===== src/rtl/pc_fetch_ctrl_pkg.sv =====
// Shared types and constants for the PC fetch controller (package pc_pkg).
// Optional EPC/ERET support in the controller is enabled by defining PC_FETCH_EPC_EN.
package pc_pkg;

    typedef enum logic [1:0] {
        ST_BOOT  = 2'd0,
        ST_REQ   = 2'd1,
        ST_STALL = 2'd2
    } pc_state_e;

    // Ordered so that a numeric compare gives redirect priority.
    typedef enum logic [1:0] {
        PRI_NONE  = 2'd0,
        PRI_REDIR = 2'd1,
        PRI_ERET  = 2'd2,
        PRI_EXC   = 2'd3
    } redir_pri_e;

    localparam int unsigned PC_INC           = 32'd4;
    localparam logic [31:0] PC_RESET_VEC_DEF = 32'h0000_3000;
    localparam logic [31:0] PC_EXC_VEC_DEF   = 32'h0000_4180;

endpackage


===== src/rtl/pc_fetch_ctrl_if.sv =====
// Instruction-memory fetch handshake between the fetch controller and imem.
interface pc_fetch_ctrl_if #(
    parameter int AW = 32
);
    logic          imem_req;
    logic [AW-1:0] imem_addr;
    logic          imem_ack;

    modport master (output imem_req, output imem_addr, input imem_ack);
    modport slave  (input imem_req, input imem_addr, output imem_ack);
endinterface


===== src/rtl/pc_fetch_ctrl_redir_arb.sv =====
// Redirect arbiter: ranks live exc/eret/redir requests and holds a pending one
// across memory wait states. eret/epc ports exist only with PC_FETCH_EPC_EN.
module pc_redir_arb
    import pc_pkg::*;
#(
    parameter int            AW      = 32,
    parameter logic [AW-1:0] EXC_VEC = AW'(PC_EXC_VEC_DEF)
) (
    input  logic          clk,
    input  logic          rst,
    input  logic          exc_i,
`ifdef PC_FETCH_EPC_EN
    input  logic          eret_i,
    input  logic [AW-1:0] epc_i,
`endif
    input  logic          redir_valid_i,
    input  logic [AW-1:0] redir_pc_i,
    input  logic          hold_i,
    input  logic          clear_i,
    output logic          take_valid_o,
    output logic [AW-1:0] take_target_o
);

    localparam logic [AW-1:0] ALIGN_MASK = ~AW'(3);

    redir_pri_e    live_pri_s;
    redir_pri_e    win_pri_s;
    redir_pri_e    pend_pri_q;
    redir_pri_e    pend_pri_d;
    logic [AW-1:0] live_tgt_s;
    logic [AW-1:0] win_tgt_s;
    logic [AW-1:0] pend_tgt_q;
    logic [AW-1:0] pend_tgt_d;

    // Classify this cycle's request; exc outranks everything.
    always_comb begin
        live_pri_s = PRI_NONE;
        live_tgt_s = redir_pc_i & ALIGN_MASK;
        if (exc_i) begin
            live_pri_s = PRI_EXC;
            live_tgt_s = EXC_VEC & ALIGN_MASK;
        end
`ifdef PC_FETCH_EPC_EN
        else if (eret_i) begin
            live_pri_s = PRI_ERET;
            live_tgt_s = epc_i & ALIGN_MASK;
        end
`endif
        else if (redir_valid_i) begin
            live_pri_s = PRI_REDIR;
        end else begin
            live_pri_s = PRI_NONE;
        end
    end

    // Live request wins ties so equal priority is newest-wins.
    always_comb begin
        if ((live_pri_s != PRI_NONE) && (live_pri_s >= pend_pri_q)) begin
            win_pri_s = live_pri_s;
            win_tgt_s = live_tgt_s;
        end else begin
            win_pri_s = pend_pri_q;
            win_tgt_s = pend_tgt_q;
        end
        if (clear_i) begin
            pend_pri_d = PRI_NONE;
            pend_tgt_d = pend_tgt_q;
        end else if (hold_i) begin
            pend_pri_d = win_pri_s;
            pend_tgt_d = win_tgt_s;
        end else begin
            pend_pri_d = pend_pri_q;
            pend_tgt_d = pend_tgt_q;
        end
    end

    // Pending redirect storage.
    always_ff @(posedge clk or posedge rst) begin
        if (rst) begin
            pend_pri_q <= PRI_NONE;
            pend_tgt_q <= {AW{1'b0}};
        end else begin
            pend_pri_q <= pend_pri_d;
            pend_tgt_q <= pend_tgt_d;
        end
    end

    assign take_valid_o  = (win_pri_s != PRI_NONE);
    assign take_target_o = win_tgt_s;

endmodule


===== src/rtl/pc_fetch_ctrl.sv =====
// PC fetch controller: BOOT/REQ/STALL sequencing of instruction fetches with redirects.
// Define PC_FETCH_EPC_EN to add eret input and epc output.
module pc_fetch_ctrl
    import pc_pkg::*;
#(
    parameter int            AW        = 32,
    parameter logic [AW-1:0] RESET_VEC = AW'(PC_RESET_VEC_DEF),
    parameter logic [AW-1:0] EXC_VEC   = AW'(PC_EXC_VEC_DEF)
) (
    input  logic            clk,
    input  logic            rst,
    input  logic            stall,
    input  logic            redir_valid,
    input  logic [AW-1:0]   redir_pc,
    input  logic            exc,
`ifdef PC_FETCH_EPC_EN
    input  logic            eret,
    output logic [AW-1:0]   epc,
`endif
    pc_fetch_ctrl_if.master imem,
    output logic [AW-1:0]   pc,
    output logic            pc_valid
);

    pc_state_e     state_q;
    logic [AW-1:0] fetch_pc_q;
    logic [AW-1:0] pc_q;
    logic          pc_valid_q;
    logic          imem_req_q;
    logic          hold_s;
    logic          clear_s;
    logic          take_valid_s;
    logic [AW-1:0] take_target_s;

    assign hold_s  = (state_q == ST_REQ) && !imem.imem_ack;
    assign clear_s = (state_q == ST_REQ) &&  imem.imem_ack;

`ifdef PC_FETCH_EPC_EN
    logic [AW-1:0] epc_q;

    // Capture the last delivered pc whenever an exception is taken.
    always_ff @(posedge clk or posedge rst) begin
        if (rst) begin
            epc_q <= RESET_VEC;
        end else if (exc) begin
            epc_q <= pc_q;
        end else begin
            epc_q <= epc_q;
        end
    end

    assign epc = epc_q;
`endif

    pc_redir_arb #(
        .AW      (AW),
        .EXC_VEC (EXC_VEC)
    ) u_redir_arb (
        .clk           (clk),
        .rst           (rst),
        .exc_i         (exc),
`ifdef PC_FETCH_EPC_EN
        .eret_i        (eret),
        .epc_i         (epc_q),
`endif
        .redir_valid_i (redir_valid),
        .redir_pc_i    (redir_pc),
        .hold_i        (hold_s),
        .clear_i       (clear_s),
        .take_valid_o  (take_valid_s),
        .take_target_o (take_target_s)
    );

    // Fetch FSM with registered request, fetch address and delivered pc.
    always_ff @(posedge clk or posedge rst) begin
        if (rst) begin
            state_q    <= ST_BOOT;
            fetch_pc_q <= RESET_VEC;
            pc_q       <= RESET_VEC;
            pc_valid_q <= 1'b0;
            imem_req_q <= 1'b0;
        end else begin
            pc_valid_q <= 1'b0;
            case (state_q)
                ST_REQ: begin
                    if (imem.imem_ack) begin
                        if (take_valid_s) begin
                            fetch_pc_q <= take_target_s;
                        end else begin
                            pc_q       <= fetch_pc_q;
                            pc_valid_q <= 1'b1;
                            fetch_pc_q <= fetch_pc_q + AW'(PC_INC);
                        end
                        state_q    <= stall ? ST_STALL : ST_REQ;
                        imem_req_q <= !stall;
                    end else begin
                        state_q    <= ST_REQ;
                        imem_req_q <= 1'b1;
                    end
                end
                ST_BOOT, ST_STALL: begin
                    // Nothing outstanding here, so redirects load directly.
                    if (take_valid_s) begin
                        fetch_pc_q <= take_target_s;
                    end else begin
                        fetch_pc_q <= fetch_pc_q;
                    end
                    state_q    <= stall ? ST_STALL : ST_REQ;
                    imem_req_q <= !stall;
                end
                default: begin
                    state_q    <= ST_BOOT;
                    imem_req_q <= 1'b0;
                end
            endcase
        end
    end

    assign imem.imem_req  = imem_req_q;
    assign imem.imem_addr = fetch_pc_q;
    assign pc             = pc_q;
    assign pc_valid       = pc_valid_q;

endmodule

===== src/flat_wrapper.sv =====
// flat-port wrapper written by rule: the top's interface ports become plain ports
module pc_fetch_ctrl_flat import pc_pkg::*;
#(
    parameter int            AW        = 32,
    parameter logic [AW-1:0] RESET_VEC = AW'(PC_RESET_VEC_DEF),
    parameter logic [AW-1:0] EXC_VEC   = AW'(PC_EXC_VEC_DEF)
)
  (clk, rst, stall, redir_valid, redir_pc, exc, pc, pc_valid, imem_imem_req, imem_imem_addr, imem_imem_ack);
  pc_fetch_ctrl_if #(.AW(AW)) imem_i ();
  input  logic clk;
  input  logic rst;
  input  logic stall;
  input  logic redir_valid;
  input  logic [AW-1:0] redir_pc;
  input  logic exc;
  output logic [AW-1:0] pc;
  output logic pc_valid;
  output wire logic [$bits(imem_i.imem_req)-1:0] imem_imem_req;
  output wire logic [$bits(imem_i.imem_addr)-1:0] imem_imem_addr;
  input wire logic [$bits(imem_i.imem_ack)-1:0] imem_imem_ack;
  assign imem_imem_req = imem_i.imem_req;
  assign imem_imem_addr = imem_i.imem_addr;
  assign imem_i.imem_ack = imem_imem_ack;
  pc_fetch_ctrl #(.AW(AW), .RESET_VEC(RESET_VEC), .EXC_VEC(EXC_VEC)) u_core (.clk(clk), .rst(rst), .stall(stall), .redir_valid(redir_valid), .redir_pc(redir_pc), .exc(exc), .imem(imem_i), .pc(pc), .pc_valid(pc_valid));
endmodule

===== config.mk =====
export PLATFORM = sky130hd
export DESIGN_NAME = pc_fetch_ctrl_flat
export DESIGN_NICKNAME = d
export VERILOG_FILES = /design/src/rtl/pc_fetch_ctrl_pkg.sv /design/src/rtl/pc_fetch_ctrl_if.sv /design/src/rtl/pc_fetch_ctrl_redir_arb.sv /design/src/rtl/pc_fetch_ctrl.sv /design/src/flat_wrapper.sv
export SDC_FILE = /design/constraint.sdc
export NUM_CORES = 1
export LEC_CHECK = 0
export ABC_AREA = 1
export BUFFER_PORTS_ARGS = -buffer_cell sky130_fd_sc_hd__buf_2
export CAP_MARGIN = 20
export CORE_ASPECT_RATIO = 1.75
export CORE_MARGIN = 5
export CORE_UTILIZATION = 52
export CTS_BUF_LIST = sky130_fd_sc_hd__clkbuf_8
export CTS_CLUSTER_SIZE = 8
export DETAILED_ROUTE_END_ITERATION = 8
export PLACE_DENSITY = 0.78
export SYNTH_ARGS = -nofsm -noshare
export SYNTH_HDL_FRONTEND = slang
export SYNTH_SLANG_ARGS = --single-unit

===== constraint.sdc =====
create_clock -name clk -period 3.2 [get_ports clk]
set_clock_uncertainty 0.05 [all_clocks]
set_input_delay 0.64 -clock clk [delete_from_list [all_inputs] [get_ports clk]]
set_output_delay 0.64 -clock clk [all_outputs]
set_load 0.01 [all_outputs]

==> key figures, run 1 <==
STA
  • Post-route setup TNS: 0 ns
  • Endpoints failing setup: 0
  • Fin. max-slew vios: 0
  • Final Critical Period: roughly 2.5 ns
  • Max Fclk: approximately 400 MHz
  • RSZ-0062 raised after global routing: false
  • Hold_ws: 0.3161 ns
  • Final hold vios: 0
  • Least-Margin Pin Slew: slightly above 0.7 ns
  • Ratio of final minimum period to clock period: 0.7895
  • Slew headroom: 0.5285

Drt
  • Drt wl/cell: ~14 µm
  • Routed vias/inst: between 4 and 5
  • Router iterations before antenna repair: 5
  • Routed Antenna Nets: 0
  • Total number of vias: between 4,000 and 5,000
  • DRT iter0 DRCs: roughly 330
  • DRC: 0
  • WL final: 13,660 µm

Setup path
  • Slowest stage cell, crit path: inv_2
  • Most Frequent Cell on Critical Path: nand2_1
  • Critical path buffers and inverters: 3
  • Critical path type: primary input to flip-flop
  • Largest stage delay, worst path: 0.57 ns
  • Delay-heaviest family, CP: simple AND/OR/NAND/NOR gates
  • Crit Path Max Fanout: 50
  • Worst EP arrival: around 2.7 ns
  • CP startpoint kind: primary input
  • Worst Setup End Kind: flip-flop
  • CP cell instances: buf_2 -> or2_4 -> inv_1 -> ha_1 -> nand2_1 -> nand3_1 -> nand2_2 -> inv_2 -> nand2_1 -> o21ai_1 -> nand2_1 -> nand3_1 -> nand2_1
  • Worst path required time: around 3.4 ns

Logic synthesis
  • Post-Synthesis Cells: a little under 800
  • Seq/Total Area, Yosys: 0.4628
  • Mean cell area of the mapped netlist: ~7 µm²
  • FF+latch count, synth: 101
  • Post-Syn Area: roughly 5500 µm²
  • Synth warn: 0
  • Yosys cell types: 26
  • Post-synth net total: about 820

CTS
  • Root cell of the clock tree: clkbuf_8
  • CTS Hold Bufs: 0
  • Clock input transition at the sequential cells of the worst setup and hold paths: around 0.10 ns
  • Post-CTS setup buffers: 0
  • Worst-skew pair later-pin latency: between 0.3 and 0.4 ns
  • Largest buffer count on any clock path: 2
  • Clk sinks: about 100
  • TritonCTS buffer count: 9
  • H-Tree Level Count: 3
  • Resize count post-CTS: 0
  • CTS tree: built

Pwr
  • Pleak: around 3.4 nW
  • Pwr dens: 869.8 nW/µm²
  • VDD IR max: between 300 and 400 µV

Final layout
  • Share of layout cells above drive strength 1: 0.1659
  • Final net count: between 900 and 1,000
  • Fin util: 0.6075
  • Fill cells: between 1,000 and 1,500
  • Area Overhead vs Synth: 14.36%
  • Ant. Diodes: 0
  • Final instance area: between 6000 and 7000 µm²

Global routing
  • Pin count of the biggest net entering global routing: 53
  • Vias in the first global route: between 4,000 and 5,000
  • Global-route wire length before repair: 22,980 µm
  • Grt ovf: 0
  • GRT Total Usage: 0.2234
  • Initial antenna violation count: 0

Place
  • Port Buffers: 101
  • Post-Place Cell Area: between 6000 and 7000 µm²
  • Placer Congestion: roughly 0.9
  • DP Wirelength: 10,290 µm

Die
  • CORE AREA: 10,300 µm²
  • Height of the die: ~150 µm
  • Initial Util: 0.5312
  • Cell Rows: 49
  • Die ar.: around 13,000 µm²
  • IO Count: ~100
  • Die span in x: a little under 90 µm

Run status
  • Outcome: finished, final reports clean

Job
  • Max-cap viol count: 0

Hold path
  • Worst Hold Class: primary input to async pin
kinds of logic (layout without fill, tap and decap cells):
| kind of cell | count (synthesis) | in the layout | synth area share |
|---|---|---|---|
| adders and majority gates | 3 | 3 | 0.006861 |
| xor gates and xnor gates | 15 | 15 | 0.02401 |
| AOI/OAI and AO/OA | 86 | 86 | 0.08095 |
| and+or+nand+nor | 472 | 472 | 0.3430 |
| buffers and inverters | 103 | 197 | 0.08232 |
| DFF | 101 | 101 | 0.4628 |
report_power, final:
group          total, mW  switching, mW  internal (mW)
logic               2.30           1.44          0.857
clock network      0.829          0.447          0.382
registers           2.32          0.482           1.83
Yosys cell counts:
cell type / n / share of area
o22ai_1: 1 / 0.0011
o21ai_1: 17 / 0.016
inv_2: 7 / 0.0048
nand4_1: 2 / 0.0023
dfrtp_1: 97 / 0.44
nor2_2: 2 / 0.0023
nor3_1: 2 / 0.0018
dfstp_2: 4 / 0.019
or2_4: 1 / 0.0016
buf_6: 4 / 0.0082
xor2_1: 14 / 0.022
nand3_2: 2 / 0.0037
clkbuf_1: 8 / 0.0055
inv_1: 65 / 0.045
nor2_1: 53 / 0.036
nand3b_1: 1 / 0.0014
buf_4: 4 / 0.0055
a21oi_4: 1 / 0.0030
buf_2: 15 / 0.014
nand3_1: 47 / 0.043
xnor2_1: 1 / 0.0016
o21ai_0: 67 / 0.061
ha_1: 3 / 0.0069
nand2_2: 2 / 0.0023
nor2_4: 1 / 0.0021
nand2_1: 359 / 0.25
per-stage QoR:
step | instances | power (mW) | setup WS, ns
global placement | 985 | 4.566 | 0.3270
finish | 1001 | 5.443 | 0.6735
CTS | 1001 | 5.483 | 0.6566
detailed placement | 985 | 4.646 | 0.2599
floorplan | 780 | 3.861 | 0.9039
global route | 1001 | 5.955 | 0.4270
final cells by class:
| class | instances | area (µm²) | area share |
|---|---|---|---|
| clock buffers | 10 | 137.6 | 0.02200 |
| clock inverters | 6 | 62.56 | 0.009998 |
| inverters | 72 | 274.0 | 0.04379 |
| multi-input cells | 576 | 2489 | 0.3977 |
| flip-flops and latches | 101 | 2532 | 0.4047 |
| well taps | 127 | 158.9 | 0.02539 |
| repair buffers | 109 | 603.1 | 0.09638 |
flip-flops by register name, summed over array words and instances, names as in the netlist:
register                       cells
u_core.u_redir_arb.pend_pri_q      2
u_core.state_q                     2
u_core.pc                         32
u_core.imem.imem_addr             32
u_core.u_redir_arb.pend_tgt_q     32
u_core.pc_valid                    1
cell usage in the layout, fill, tap and decap left out, types with 2 or more instances in the layout:
cell        Yosys  routed
xor2_1         14      14
inv_1          65      65
o21ai_0        67      67
nor2_1         53      53
nand3_2         2       2
buf_4           4       5
nand3_1        47      47
nor2_2          2       2
nor3_1          2       2
buf_12          0       3
dfrtp_1        97      97
dfstp_2         4       4
buf_2          15     101
nand2_2         2       2
clkbuf_8        0      10
inv_2           7       7
ha_1            3       3
nand2_1       359     359
nand4_1         2       2
o21ai_1        17      17
clkinvlp_4      0       3
per-layer routing:
metal | part of all wire | track usage | up-vias
met3 | 0.044 | 0.03569 | 34
met5 | 0 | 0 | -
met1 | 0.43 | 0.2927 | 2222
met4 | 0.044 | 0.1060 | 0
met2 | 0.48 | 0.3550 | 137
li1 | - | - | 2592
path summary, 6_finish.rpt:
| check | startpoint | to | slack (ns) | cells after the start |
|---|---|---|---|---|
| max | exc | u_core.imem.imem_addr[2]$_DFFE_PP0P_ | 0.67 | 13 |
| min | rst | u_core.pc[1]$_DFFE_PP0P_ | 0.32 | 2 |
| max reg2reg | u_core.u_redir_arb.pend_pri_q[0]$_DFFE_PP0P_ | u_core.imem.imem_addr[2]$_DFFE_PP0P_ | 0.82 | 10 |
| min reg2reg | u_core.u_redir_arb.pend_tgt_q[1]$_DFFE_PP0P_ | u_core.u_redir_arb.pend_tgt_q[1]$_DFFE_PP0P_ | 0.43 | 2 |
| max in group asynchronous | rst | u_core.imem.imem_addr[13]$_DFFE_PP1P_ | 2.04 | 3 |
| min in group clk | u_core.u_redir_arb.pend_tgt_q[1]$_DFFE_PP0P_ | u_core.u_redir_arb.pend_tgt_q[1]$_DFFE_PP0P_ | 0.43 | 2 |
Power figures use the tool's default switching activity.
==> run 2: changes to the inputs <==
==> constraint.sdc (replaced) <==
create_clock -name clk -period 2.13 [get_ports clk]
set_clock_uncertainty 0.05 [all_clocks]
set_input_delay 0.426 -clock clk [delete_from_list [all_inputs] [get_ports clk]]
set_output_delay 0.426 -clock clk [all_outputs]
set_load 0.01 [all_outputs]
==> run 2 against run 1 <==
Clock power up 52%; sequential power increased by 50%; routed wire length is 1.5% higher; via count increased by 2.8%; non-clock buffer count up 27; global-route usage is 0.20 points higher; cell area grew 5.0%; flip-flop and latch count unchanged; worst hold slack got worse by 0.091 ns; register-to-register slack worse by 0.68 ns; combinational power up 66%; utilization grew 3.0 points.
==> key figures, run 2 (synthesized netlist as in run 1, its figures left out) <==
Place
  • Placer Congestion: 0.9010
  • Port Buffers: 101
  • Placed cells: 1,008
  • DP Wirelength: about 11,000 µm
  • Pre-CTS setup slack: -0.2181 ns

Final layout
  • Ant. Diodes: 0
  • Commonest non-fill, non-tap cell in the layout: nand2_1
  • Final net count: 937
  • Post-Layout Cell Count: 1,028
  • Most frequent cells in the layout: 359 x nand2_1, 101 x buf_2, 97 x dfrtp_1
  • Area Overhead vs Synth: 20.03%
  • Share of layout cells above drive strength 1: 0.1931

CTS
  • H-Tree Level Count: 3
  • Largest buffer count on any clock path: 2
  • Worst-skew pair later-pin latency: about 0.39 ns
  • Clock input transition at the sequential cells of the worst setup and hold paths: about 0.1 ns
  • TritonCTS buffer count: 9
  • Root cell of the clock tree: clkbuf_8
  • Clk sinks: just over 100
  • CTS tree: built

Pwr
  • Comb pwr share: 0.446
  • Clock Power Share: 0.148
  • VDD IR max: 624.6 µV
  • Psw: ~3.7 mW
  • Pwr dens: between 1000 and 1500 nW/µm²
  • Pleak: around 3.6 nW
  • Sw frac: 0.4299
  • Sequential power share: 0.406
  • Pwr Total: 8.547 mW
  • Internal power: 4.873 mW

Setup path
  • Worst path required time: approximately 2.4 ns
  • Crit Path Max Fanout: 9
  • Worst EP arrival: between 2 and 2.5 ns
  • Critical path type: flip-flop to flip-flop
  • Worst Setup End Kind: flip-flop
  • CP startpoint kind: flip-flop

Global routing
  • Vias in the first global route: 4,853
  • Global-route wire length before repair: approximately 23,000 µm
  • Grt ovf: 0
  • Pin count of the biggest net entering global routing: 47
  • Initial antenna violation count: 0
  • GRT Total Usage: 0.2253

STA
  • Slack of the critical path: 0.1434 ns
  • Fin. max-slew vios: 0
  • Ratio of final minimum period to clock period: 0.9327
  • Final hold vios: 0
  • Endpoints failing setup: 0
  • Final Critical Period: 1.987 ns
  • Max Fclk: 503.4 MHz
  • Slew headroom: 0.6919
  • Post-route setup TNS: 0 ns
  • Least-Margin Pin Slew: ~0.46 ns

Drt
  • Routed Antenna Nets: 0
  • Metal-1 WL: approximately 6000 µm
  • Wire length on met2: around 7000 µm
  • WL final: roughly 14,000 µm
  • DRC: 0
  • Top Metal Used: met4
  • DRT iter0 DRCs: 308
  • Metal3 WL: ~570 µm
  • Total number of vias: ~5,100
  • Routed vias/inst: 4.987
  • Drt wl/cell: between 10 and 15 µm
  • Router iterations before antenna repair: 4

Die
  • Die ar.: roughly 13,000 µm²
  • Cell Rows: between 40 and 50
  • Die span in x: approximately 88 µm
  • Initial Util: 0.5312
  • Height of the die: 145.7 µm
  • IO Count: 104
  • CORE AREA: just over 10,000 µm²

Hold path
  • Worst Hold Class: primary input to flip-flop

Run status
  • Outcome: finished, final reports clean

Job
  • Max-cap viol count: 0
run 2: through the flow:
step,instance area [µm²],hold slack (ns),util
2_1_floorplan,5475,0.3870,-
3_3_place_gp,6317,0.4011,0.6133
3_5_place_dp,6317,0.4041,0.6133
4_1_cts,6525,0.2135,0.6335
5_1_grt,6568,0.2097,0.6376
6_report,6568,0.2252,0.6376
run 2: what timing repair did:
action,4_1_cts,5_1_grt
resized for setup,0,4
hold buffers,1,0
hold endpoints to repair,13,0
endpoints found under the setup margin,0,83
setup buffers,0,3
run 2: cell type report:
cell class,instances,area [µm²]
Clock buffer,9,123.9
Clock inverter,7,73.82
Fill cell,992,3732
Inverter,72,274.0
Multi-Input combinational cell,576,2509
Sequential cell,101,2532
Tap cell,127,158.9
Timing Repair Buffer,136,895.9
run 2: layer usage:
metal	track usage	vias to the layer above
li1	-	2646
met1	0.2871	2321
met2	0.3754	129
met3	0.02776	31
met4	0.1006	0
met5	0	-
run 2: worst paths after layout:
| check | endpoint | cells past startpoint | slack, ns | start |
|---|---|---|---|---|
| worst max-delay path | u_core.pc[15]$_DFFE_PP0P_ | 11 | 0.14 | u_core.u_redir_arb.pend_pri_q[1]$_DFFE_PP0P_ |
| worst min-delay path | u_core.state_q[0]$_DFF_PP0_ | 2 | 0.23 | stall |
| worst max register to register | u_core.pc[15]$_DFFE_PP0P_ | 11 | 0.14 | u_core.u_redir_arb.pend_pri_q[1]$_DFFE_PP0P_ |
| worst min register to register | u_core.u_redir_arb.pend_tgt_q[1]$_DFFE_PP0P_ | 2 | 0.42 | u_core.u_redir_arb.pend_tgt_q[1]$_DFFE_PP0P_ |
| max in group asynchronous | u_core.pc[13]$_DFFE_PP1P_ | 4 | 0.91 | rst |
| min in group asynchronous | u_core.pc[1]$_DFFE_PP0P_ | 3 | 0.54 | rst |
run 2: worst max-delay path, cell delays in order, from the launching register on:
cell     delay, ns
dfrtp_1       0.39
inv_1         0.10
ha_1          0.25
nand2_1       0.12
nand3_4       0.12
a21oi_4       0.18
buf_4         0.14
nand3_2       0.13
buf_4         0.17
inv_2         0.13
nand2_1       0.07
nand2_1       0.07
run 2: power groups by stage:
stage,registers (mW),clock network (mW),logic [mW]
global route,3.59,1.35,4.34
global placement,3.48,0,3.65
finish,3.47,1.26,3.81
CTS,3.46,1.28,3.76
floorplan,3.60,0,2.20
detailed placement,3.50,0,3.74
==> run 3: changes to the inputs <==
--- a/config.mk
+++ b/config.mk
@@ -5,7 +5,6 @@
 export SDC_FILE = /design/constraint.sdc
 export NUM_CORES = 1
 export LEC_CHECK = 0
-export ABC_AREA = 1
 export BUFFER_PORTS_ARGS = -buffer_cell sky130_fd_sc_hd__buf_2
 export CAP_MARGIN = 20
 export CORE_ASPECT_RATIO = 1.75
==> run 3 against run 2 <==
Combinational power rose by 17%; worst setup slack lost 0.14 ns; highest routed layer unchanged; critical endpoint is now u_core.imem.imem_addr[30]$_DFFE_PP0P_; clock power about the same; largest power group unchanged; final cell count decreased by 22%; non-clock buffer count grew 26; routed wire length up 12%.
==> key figures, run 3 <==
Logic synthesis
  • Synth top area cells: dfrtp_1 47%, mux2_2 6.1%, o21ai_0 6.0%, nand2_1 5.3%, a21oi_1 2.8%
  • Synth top area share: 0.4676
  • FF+latch count, synth: 101
  • Post-Syn Area: 5191 µm²
  • Area leader, netlist: dfrtp_1
  • Post-synth net total: around 570
  • Synth top cells by count: 97 x dfrtp_1, 73 x nand2_1, 62 x o21ai_0
  • Most common cell in the netlist: dfrtp_1
  • Dominant synthesized flop cell: dfrtp_1
  • Mean cell area of the mapped netlist: roughly 9.7 µm²
  • Post-Synthesis Cells: around 530
  • Yosys cell types: between 60 and 70
  • Post-synth EDFFs: 0
  • Seq/Total Area, Yosys: 0.4878
  • Synth warn: 0
  • Ys async rst share: 1.000

Pwr
  • Psw: between 3 and 4 mW
  • Clock Power Share: 0.134
  • Pwr Total: roughly 9 mW
  • Pleak: just over 3 nW
  • Pwr dens: approximately 1400 nW/µm²
  • Sw frac: 0.4090
  • Internal power: ~5.4 mW
  • Comb pwr share: 0.488
  • Sequential power share: 0.378
  • VDD IR max: between 800 and 900 µV

Final layout
  • Area Overhead vs Synth: 26.97%
  • Most frequent cells in the layout: 101 x buf_2, 97 x dfrtp_1, 73 x nand2_1
  • Ant. Diodes: 0
  • Share of layout cells above drive strength 1: 0.3616
  • Post-Layout Cell Count: 797
  • Final instance area: around 6600 µm²
  • Final net count: 708
  • Commonest non-fill, non-tap cell in the layout: buf_2

Global routing
  • GRT Total Usage: 0.2543
  • Initial antenna violation count: 0
  • Global-route wire length before repair: ~25,000 µm
  • Grt ovf: 0
  • Pin count of the biggest net entering global routing: approximately 100
  • Vias in the first global route: between 4,000 and 5,000

CTS
  • Root cell of the clock tree: clkbuf_8
  • CTS tree: built
  • Clock input transition at the sequential cells of the worst setup and hold paths: around 0.1 ns
  • Worst-skew pair later-pin latency: 0.37 ns
  • Clk sinks: between 100 and 150
  • TritonCTS buffer count: 9
  • H-Tree Level Count: 3
  • Largest buffer count on any clock path: 2

STA
  • Fin. max-slew vios: 0
  • Slack of the critical path: ~0.00062 ns
  • Final Critical Period: 2.129 ns
  • Final hold vios: 0
  • Max Fclk: 469.6 MHz
  • Endpoints failing setup: 0
  • Least-Margin Pin Slew: between 0.5 and 0.6 ns
  • Slew headroom: 0.6458
  • RSZ-0062 raised after global routing: true
  • Ratio of final minimum period to clock period: 0.9997

Setup path
  • Critical R2R Launch: u_core.u_redir_arb.pend_pri_q[0]$_DFFE_PP0P_
  • Reg-to-Reg End: u_core.imem.imem_addr[30]$_DFFE_PP0P_
  • CP startpoint kind: flip-flop
  • Crit Path Max Fanout: 6
  • Critical path type: flip-flop to flip-flop
  • R2R Setup Slk: 0.0006 ns
  • CP cell instances: ha_4 -> nor3b_4 -> nor2_4 -> buf_6 -> o41ai_4 -> buf_4 -> buf_12 -> clkbuf_16 -> a21oi_4 -> a2bb2oi_2
  • Worst reg2reg path depth: 10
  • Worst path required time: roughly 2.3 ns
  • Largest stage delay, worst path: 0.43 ns
  • Slowest stage cell, crit path: dfrtp_1
  • Worst Setup End Kind: flip-flop
  • Worst EP arrival: about 2.3 ns

Die
  • IO Count: around 100
  • Die span in x: roughly 86 µm
  • CORE AREA: 9849 µm²
  • Initial Util: 0.5271
  • Die ar.: around 12,000 µm²
  • Height of the die: 142.2 µm
  • Cell Rows: 48

Drt
  • Routed Antenna Nets: 0
  • Total number of vias: ~4,800
  • DRT iter0 DRCs: 268
  • Router iterations before antenna repair: 5
  • DRC: 0
  • WL final: 15,550 µm
  • Drt wl/cell: 19.51 µm
  • Routed vias/inst: slightly above 6

Place
  • Placer Congestion: about 0.9
  • Placed cells: 773
  • DP Wirelength: 11,020 µm
  • Pre-CTS setup slack: -0.1966 ns
  • Port Buffers: just over 100
  • Post-Place Cell Area: 6191 µm²

Job
  • Max-cap viol count: 0

Run status
  • Outcome: finished, final reports clean

Hold path
  • Worst Hold Class: primary input to async pin
==> run 3: changes by cell type after synthesis, moves of 13 or more <==
cell     delta
nor2_1     -21
inv_1      -57
xor2_1     -14
a31oi_1    +13
nand2_1   -286
mux2_2     +28
a21oi_1    +29
o21ai_1    -14
nand3_1    -25
==> run 3: per-layer routing <==
layer  wire length, µm  up-vias  global-route usage
met4               541        0              0.1168
met1              6075     2341              0.3153
met3               877       45             0.04519
met5                 0        -                   0
met2              8052      196              0.4291
li1                  -     2232                   -
==> run 3: kinds of logic (layout without fill, tap and decap cells) <==
family | after synthesis | count (layout) | share of synthesized area
compound gates | 172 | 172 | 0.2157
fa+ha+maj | 3 | 3 | 0.007231
buf+inv | 47 | 186 | 0.04820
flops | 101 | 101 | 0.4878
mux | 30 | 30 | 0.06483
simple gates | 180 | 180 | 0.1762
==> run 3: through the flow <==
stage	util	hold slack, ns	TNS [ns]
floorplan	-	0.3947	-2.604
global placement	0.6286	0.4088	-5.350
detailed placement	0.6286	0.4160	-8.091
CTS	0.6496	0.1679	0
global route	0.6692	0.1934	-0.3640
finish	0.6692	0.1459	0
==> run 3: worst max path at each step <==
stage                                                       from                               endpoint  slack (ns)  cells after the start
detailed placement                                   redir_valid  u_core.imem.imem_addr[26]$_DFFE_PP0P_       -0.20                      9
floorplan                                                    exc              u_core.pc[10]$_DFFE_PP0P_        -0.1                      9
finish              u_core.u_redir_arb.pend_pri_q[0]$_DFFE_PP0P_  u_core.imem.imem_addr[30]$_DFFE_PP0P_      0.0006                     10
global placement                                     redir_valid               u_core.pc[2]$_DFFE_PP0P_       -0.13                      8
global route        u_core.u_redir_arb.pend_pri_q[0]$_DFFE_PP0P_  u_core.imem.imem_addr[14]$_DFFE_PP0P_       -0.06                     10
CTS                 u_core.u_redir_arb.pend_pri_q[1]$_DFFE_PP0P_  u_core.imem.imem_addr[14]$_DFFE_PP0P_        0.02                      8
==> run 3: power by group through the flow <==
stage	clock [mW]	combinational (mW)	sequential, mW
finish	1.23	4.47	3.46
global route	1.33	4.85	3.56
CTS	1.25	4.21	3.44
detailed placement	0	4.18	3.48
global placement	0	4.04	3.41
floorplan	0	2.17	3.67
==> run 3: repair_timing <==
item | CTS | global route
pin swaps | 0 | 4
gates resized for setup | 2 | 19
hold buffers | 0 | 0
endpoints found under the setup margin | 2 | 46
setup buffers | 0 | 7
gates cloned | 0 | 2
==> run 3: critical path: cells and delay by family, from the launching register on <==
family / cells / cell delay [ns]
adder cells (fa/ha/maj): 1 / 0.25
AO/OA/AOI/OAI: 3 / 0.38
flip-flops: 1 / 0.43
buffers and inverters: 4 / 0.56
AND/OR/NAND/NOR: 2 / 0.32
==> run 3: cell type report <==
class,count,area [µm²]
fill,819,3258
sequential,101,2532
multi-input combinational,385,2530
timing repair buffer,162,1140
tap,125,156.4
clock buffer,9,123.9
clock inverter,7,75.07
inverter,8,33.78
